$ cat src/rtl/microwave_timer_pkg.sv
// Shared types and constants for the microwave countdown timer.
// Holds the FSM state enum, BCD digit limits, the 4-bit BCD digit type
// (shared with the 7-segment decoder) and the M:ST:SO decrement helper.
package microwave_pkg;

    typedef logic [3:0] bcd_t;

    localparam bcd_t BCD_MAX_ONES = 4'd9;
    localparam bcd_t BCD_MAX_TENS = 4'd5;

    typedef enum logic [1:0] {
        StIdle,
        StRun,
        StPause,
        StDone
    } state_e;

    typedef struct packed {
        bcd_t mins;
        bcd_t tens;
        bcd_t ones;
    } bcd_time_t;

    // One-second decrement. Only the ones digit wraps to 9; a tens borrow
    // wraps to 5, so an entered tens digit above 5 counts down linearly.
    function automatic bcd_time_t bcd_decrement(bcd_time_t t);
        bcd_time_t r;
        r = t;
        if (t.ones != 4'd0) begin
            r.ones = t.ones - 4'd1;
        end else begin
            r.ones = BCD_MAX_ONES;
            if (t.tens != 4'd0) begin
                r.tens = t.tens - 4'd1;
            end else begin
                r.tens = BCD_MAX_TENS;
                r.mins = t.mins - 4'd1;
            end
        end
        return r;
    endfunction

endpackage

$ cat src/rtl/microwave_timer_if.sv
// Keypad/control strobes in, BCD time and status out.
// master: drives digit_valid/digit/start/stop/clear, reads the outputs.
// slave : the timer itself.
interface microwave_timer_if;
    import microwave_pkg::*;

    logic       digit_valid;
    logic [3:0] digit;
    logic       start;
    logic       stop;
    logic       clear;
    bcd_t       mins;
    bcd_t       sec_tens;
    bcd_t       sec_ones;
    logic       running;
    logic       done;

    modport master (
        output digit_valid, digit, start, stop, clear,
        input  mins, sec_tens, sec_ones, running, done
    );

    modport slave (
        input  digit_valid, digit, start, stop, clear,
        output mins, sec_tens, sec_ones, running, done
    );

endinterface

$ cat src/rtl/microwave_timer_tick_prescaler.sv
// One-cycle tick generator: counts 0..TICK_DIV-1 while enabled and pulses
// tick on the cycle it wraps. When disabled the count is held.
// Ports: clk, rst_n (async active-low), enable, sync_clear (forces 0,
// overrides enable), tick (combinational decode of the count register).
module tick_prescaler #(
    parameter int unsigned TICK_DIV = 50_000_000
) (
    input  logic clk,
    input  logic rst_n,
    input  logic enable,
    input  logic sync_clear,
    output logic tick
);

    localparam int unsigned CntW = (TICK_DIV > 2) ? $clog2(TICK_DIV) : 1;
    localparam logic [CntW-1:0] LastCnt = CntW'(TICK_DIV - 1);

    logic [CntW-1:0] count_q, count_d;

    always_comb begin
        tick    = enable && (count_q == LastCnt);
        count_d = count_q;
        if (sync_clear) begin
            count_d = '0;
        end else if (enable) begin
            count_d = (count_q == LastCnt) ? '0 : count_q + 1'b1;
        end
    end

    always_ff @(posedge clk or negedge rst_n) begin
        if (!rst_n) begin
            count_q <= '0;
        end else begin
            count_q <= count_d;
        end
    end

endmodule

$ cat src/rtl/microwave_timer.sv
// Microwave countdown timer: keypad entry into M:ST:SO BCD, 1 Hz countdown
// with pause/resume/clear, done indication at 0:00.
// Ports: clk, rst_n (async active-low), bus (microwave_timer_if.slave).
// Input priority per cycle: clear > stop > start > digit_valid > tick.
module microwave_timer
    import microwave_pkg::*;
#(
    parameter int unsigned TICK_DIV = 50_000_000
) (
    input  logic                    clk,
    input  logic                    rst_n,
    microwave_timer_if.slave        bus
);

    state_e    state_q, state_d;
    bcd_time_t time_q, time_d;
    bcd_time_t time_dec;
    logic      tick;
    logic      pre_enable;
    logic      pre_clear;

    // Prescaler only advances in RUN and freezes on the cycle stop/clear
    // arrive, so a stop on the tick cycle suppresses the decrement and the
    // held count is resumed later. IDLE/DONE keep it parked at 0.
    assign pre_enable = (state_q == StRun) && !bus.clear && !bus.stop;
    assign pre_clear  = bus.clear || (state_q == StIdle) || (state_q == StDone);

    tick_prescaler #(
        .TICK_DIV (TICK_DIV)
    ) u_prescaler (
        .clk        (clk),
        .rst_n      (rst_n),
        .enable     (pre_enable),
        .sync_clear (pre_clear),
        .tick       (tick)
    );

    assign time_dec = bcd_decrement(time_q);

    // State and time registers.
    always_ff @(posedge clk or negedge rst_n) begin
        if (!rst_n) begin
            state_q <= StIdle;
            time_q  <= '0;
        end else begin
            state_q <= state_d;
            time_q  <= time_d;
        end
    end

    // Next-state and datapath.
    always_comb begin
        state_d = state_q;
        time_d  = time_q;
        unique case (state_q)
            StIdle: begin
                if (bus.clear || bus.stop) begin
                    time_d = '0;
                end else if (bus.start) begin
                    if (time_q != '0) state_d = StRun;
                end else if (bus.digit_valid && (bus.digit <= BCD_MAX_ONES)) begin
                    time_d = '{mins: time_q.tens, tens: time_q.ones, ones: bus.digit};
                end
            end
            StRun: begin
                if (bus.clear) begin
                    state_d = StIdle;
                    time_d  = '0;
                end else if (bus.stop) begin
                    state_d = StPause;
                end else if (tick) begin
                    time_d = time_dec;
                    if (time_dec == '0) state_d = StDone;
                end
            end
            StPause: begin
                if (bus.clear || bus.stop) begin
                    state_d = StIdle;
                    time_d  = '0;
                end else if (bus.start) begin
                    state_d = StRun;
                end
            end
            StDone: begin
                time_d = '0;
                if (bus.clear || bus.stop || bus.start) state_d = StIdle;
            end
            default: begin
                state_d = StIdle;
                time_d  = '0;
            end
        endcase
    end

    // Outputs decode registers only.
    always_comb begin
        bus.running  = (state_q == StRun);
        bus.done     = (state_q == StDone);
        bus.mins     = time_q.mins;
        bus.sec_tens = time_q.tens;
        bus.sec_ones = time_q.ones;
    end

endmodule

$ cat src/flat_wrapper.sv
// flat-port wrapper written by rule: the top's interface ports become plain ports
module microwave_timer_flat import microwave_pkg::*;
#(
    parameter int unsigned TICK_DIV = 50_000_000
)
  (clk, rst_n, bus_digit_valid, bus_digit, bus_start, bus_stop, bus_clear, bus_mins, bus_sec_tens, bus_sec_ones, bus_running, bus_done);
  microwave_timer_if bus_i ();
  input  logic clk;
  input  logic rst_n;
  input wire logic [$bits(bus_i.digit_valid)-1:0] bus_digit_valid;
  input wire logic [$bits(bus_i.digit)-1:0] bus_digit;
  input wire logic [$bits(bus_i.start)-1:0] bus_start;
  input wire logic [$bits(bus_i.stop)-1:0] bus_stop;
  input wire logic [$bits(bus_i.clear)-1:0] bus_clear;
  output wire logic [$bits(bus_i.mins)-1:0] bus_mins;
  output wire logic [$bits(bus_i.sec_tens)-1:0] bus_sec_tens;
  output wire logic [$bits(bus_i.sec_ones)-1:0] bus_sec_ones;
  output wire logic [$bits(bus_i.running)-1:0] bus_running;
  output wire logic [$bits(bus_i.done)-1:0] bus_done;
  assign bus_i.digit_valid = bus_digit_valid;
  assign bus_i.digit = bus_digit;
  assign bus_i.start = bus_start;
  assign bus_i.stop = bus_stop;
  assign bus_i.clear = bus_clear;
  assign bus_mins = bus_i.mins;
  assign bus_sec_tens = bus_i.sec_tens;
  assign bus_sec_ones = bus_i.sec_ones;
  assign bus_running = bus_i.running;
  assign bus_done = bus_i.done;
  microwave_timer #(.TICK_DIV(TICK_DIV)) u_core (.clk(clk), .rst_n(rst_n), .bus(bus_i));
endmodule
$ cat config.mk
export PLATFORM = sky130hd
export DESIGN_NAME = microwave_timer_flat
export DESIGN_NICKNAME = d
export VERILOG_FILES = /design/src/rtl/microwave_timer_pkg.sv /design/src/rtl/microwave_timer_if.sv /design/src/rtl/microwave_timer_tick_prescaler.sv /design/src/rtl/microwave_timer.sv /design/src/flat_wrapper.sv
export SDC_FILE = /design/constraint.sdc
export NUM_CORES = 1
export LEC_CHECK = 0
export ABC_AREA = 1
export CORE_MARGIN = 2
export CORE_UTILIZATION = 55
export DETAILED_ROUTE_END_ITERATION = 10
export PLACE_DENSITY = 0.88
export SLEW_MARGIN = 10
export SYNTH_ARGS = -nofsm -noshare
export SYNTH_HDL_FRONTEND = slang
export SYNTH_SLANG_ARGS = --single-unit
$ cat constraint.sdc
create_clock -name clk -period 5.59 [get_ports clk]
set_clock_uncertainty 0.05 [all_clocks]
set_input_delay 1.118 -clock clk [delete_from_list [all_inputs] [get_ports clk]]
set_output_delay 1.118 -clock clk [all_outputs]
set_load 0.005 [all_outputs]
==> qor.yml <==
worst_setup_path:
  crit_path_start: "bus_clear"
  rrSetupSlack_ps: 3440
  cp.required_ps: 5730
  critPathLaunchType: "primary input"
  worstPathArrival_ps: 2970
  r2r-end: "u_core.state_q[1]"
  endpoint: "u_core.u_prescaler.count_q[23]"
  cpMostUsedCell: "nor2_4"
  criticalPathCategory: "primary input to flip-flop"
  critPathMaxFanout: 11
  path_cells: "clkdlybuf4s50_1, nor2_4, inv_2, nor2_4, nor2_4, nor2_4, nand2_2, inv_2, nand2_1, nor2_2, nand3_1, nand2_1, nor2_1"
  r2r-start: "u_core.bus.sec_ones[0]"
  reg2reg_depth: 13
  cpMaxStageDelayCell: "clkdlybuf4s50_1"
  cpPeakStageDelay_ps: 510
  critPathCaptureType: "flip-flop"
clocking:
  postCtsHoldBufs: 0
  clkSinkCount: 40
  cts_tree: "done"
  clock_latency_ps: 300
  clkTransAtPathRegs_ps: 80
  cts_resized: 0
  h-tree-depth: 2
  cts_buffers: 5
  clk_path_buf_depth: 2
  cts_setup_buffers: 0
  clock-root-buffer: "clkbuf_8"
power:
  p_leak_uw: 0.00118
  vdd_drop_max_v: 0.000292
  p_per_area_mw_per_mm2: 416
detailed_routing:
  ant_nets: 0
  drt-vias-per-instance: 5.67
  avgRoutedWirePerCell_microns: 13.1
  drcViolationCount: 0
  routed_wirelength_mm: 5.61
  dr_total_vias: 2419
  dr.pass1.iters: 4
  drtIter0Drc: 131
floorplan:
  core-area_sq_mm: 0.00438
  die_x_microns: 71.6
  rows: 24
  initial_core_util: 0.573
  die_h_microns: 71.6
  dieArea_sq_mm: 0.00513
  ios: 24
sta:
  slew_viol_final: 0
  fmax_ghz: 0.354
  slew_headroom: 0.428
  fin_crit_sh: 0.506
  setup-tns-final_ps: 0
  final-setup-viol-count: 0
  finalWorstPathRequiredPeriod_ps: 2830
  rsz0062_at_grt: "false"
  tightestPinTransition_ps: 857
  hold_viol: 0
logic_synthesis:
  ys_seq_area_frac: 0.398
  ys.flop_type: "dfrtp_1"
  async_reset_ff_frac: 1.00
  synth_edf_count: 0
  netlist_instances: 348
  syn_area_sq_mm: 0.00251
  yosys_register_bits: 40
  syn_area_per_cell_sq_um: 7.22
  synth_nets: 364
  yosys_warnings: 0
  synth_cell_types: 32
finish:
  drive_gt1_frac: 0.0720
  diodes: 0
  syn2layout_area_growth_pct: 13.7
  fin_util: 0.652
  fin_cells: 427
  nNetsFinal: 390
placed_design:
  dp_hpwl_mm: 4.25
  dp_cells: 419
  place_congestion: 0.937
  port_buffers: 23
min_path:
  hold_path.class: "flip-flop to flip-flop"
flow_run:
  drv_cap: 0
status:
  status: "complete, no violations"
global_route:
  grt_pass1_wl_mm: 9.81
  grt.overflow.total: 0
  grt_use_total: 0.241
  grt_start_max_net_pins: 41
  grt_antenna_before_repair: 0
  grt_pass1_vias: 2279
==> synthesized netlist by cell type, types with 2 or more instances <==
library cell	n	area, sq um
nand3_1	18	90.1
o22ai_1	4	25.0
inv_1	46	173
ha_1	6	75.1
o21ai_0	29	145
nor2_4	7	78.8
nand4_1	7	43.8
a31oi_1	3	18.8
o211ai_1	2	15.0
nor4_1	2	12.5
buf_6	2	22.5
a21oi_1	18	90.1
inv_2	5	18.8
a211oi_1	2	15.0
dfrtp_1	40	1000
nand2_2	2	12.5
nor2_1	45	169
nor3_1	11	55.1
nor2_2	3	18.8
xor2_1	4	35.0
o21ai_1	8	40.0
nand2_1	74	278
==> sequential cells by signal (all words and copies together), names as in the netlist <==
signal / count
u_core.u_prescaler.count_q: 26
u_core.bus.mins: 4
u_core.bus.sec_ones: 4
u_core.bus.sec_tens: 4
u_core.state_q: 2
==> cell usage in the layout, fill, tap and decap left out, drive strengths merged, types with 2 or more instances in the layout <==
cell type and instances:
nand2 77, nor2 55, inv 52, dfrtp 40, o21ai 37, clkdlybuf4s50 22, nand3 18, a21oi 18
nor3 11, clkbuf 8, nand4 7, ha 6, xor2 4, o22ai 4, a31oi 3, o211ai 2
a211oi 2, nor4 2, o21a 2
==> cell type report <==
type,instances,area (sq um)
clock buffer,8,90.1
sequential,40,1000
inverter,52,198
timing repair buffer,23,225
fill,368,1530
tap,52,65.1
multi-input combinational,252,1280
==> critical path: cells and delay by family <==
kind	cells	cell delay (ps)
and+or+nand+nor	10	1170
buffers and inverters	3	670
==> routing by layer <==
| layer | global-route usage | part of all wire | wire, microns |
|---|---|---|---|
| met1 | 0.298 | 0.43 | 2410 |
| met2 | 0.413 | 0.50 | 2810 |
| met3 | 0.0380 | 0.045 | 252 |
| met4 | 0.111 | 0.025 | 138 |
| met5 | 0 | 0 | 0 |
==> where the power goes <==
part | switching, uW | leakage (uW) | internal, uW
clock | 98.2 | 0.0000455 | 101
combinational | 389 | 0.000578 | 226
sequential | 45.2 | 0.000553 | 332
total | 532 | 0.00118 | 658
==> cell families after synthesis <==
group,Yosys count,share of synthesized area
adders and majority gates,6,0.0299
AOI/OAI and AO/OA,72,0.159
xor gates and xnor gates,4,0.0139
buffers and inverters,56,0.0926
DFF,40,0.398
and+or+nand+nor,170,0.306
==> worst min path at each step <==
| stage | endpoint | slack [ps] | depth (start not counted) | startpoint |
|---|---|---|---|---|
| after floorplan | u_core.u_prescaler.count_q[17] | 440 | 1 | u_core.u_prescaler.count_q[17] |
| after global placement | u_core.u_prescaler.count_q[17] | 480 | 1 | u_core.u_prescaler.count_q[17] |
| after detailed placement | u_core.u_prescaler.count_q[1] | 470 | 1 | u_core.u_prescaler.count_q[1] |
| after CTS | u_core.u_prescaler.count_q[1] | 490 | 1 | u_core.u_prescaler.count_q[1] |
| after global routing | u_core.u_prescaler.count_q[1] | 520 | 1 | u_core.u_prescaler.count_q[1] |
| final | u_core.u_prescaler.count_q[1] | 490 | 1 | u_core.u_prescaler.count_q[1] |
==> metrics by stage <==
stage	power, uW	worst slack (ps)	hold slack [ps]	instance area, sq um
final	1190	2760	486	2860
after global placement	975	2530	477	2770
after floorplan	817	3250	444	2510
after CTS	1190	2770	492	2860
after detailed placement	989	2450	475	2770
after global routing	1290	2570	522	2860
Power figures use the tool's default switching activity.
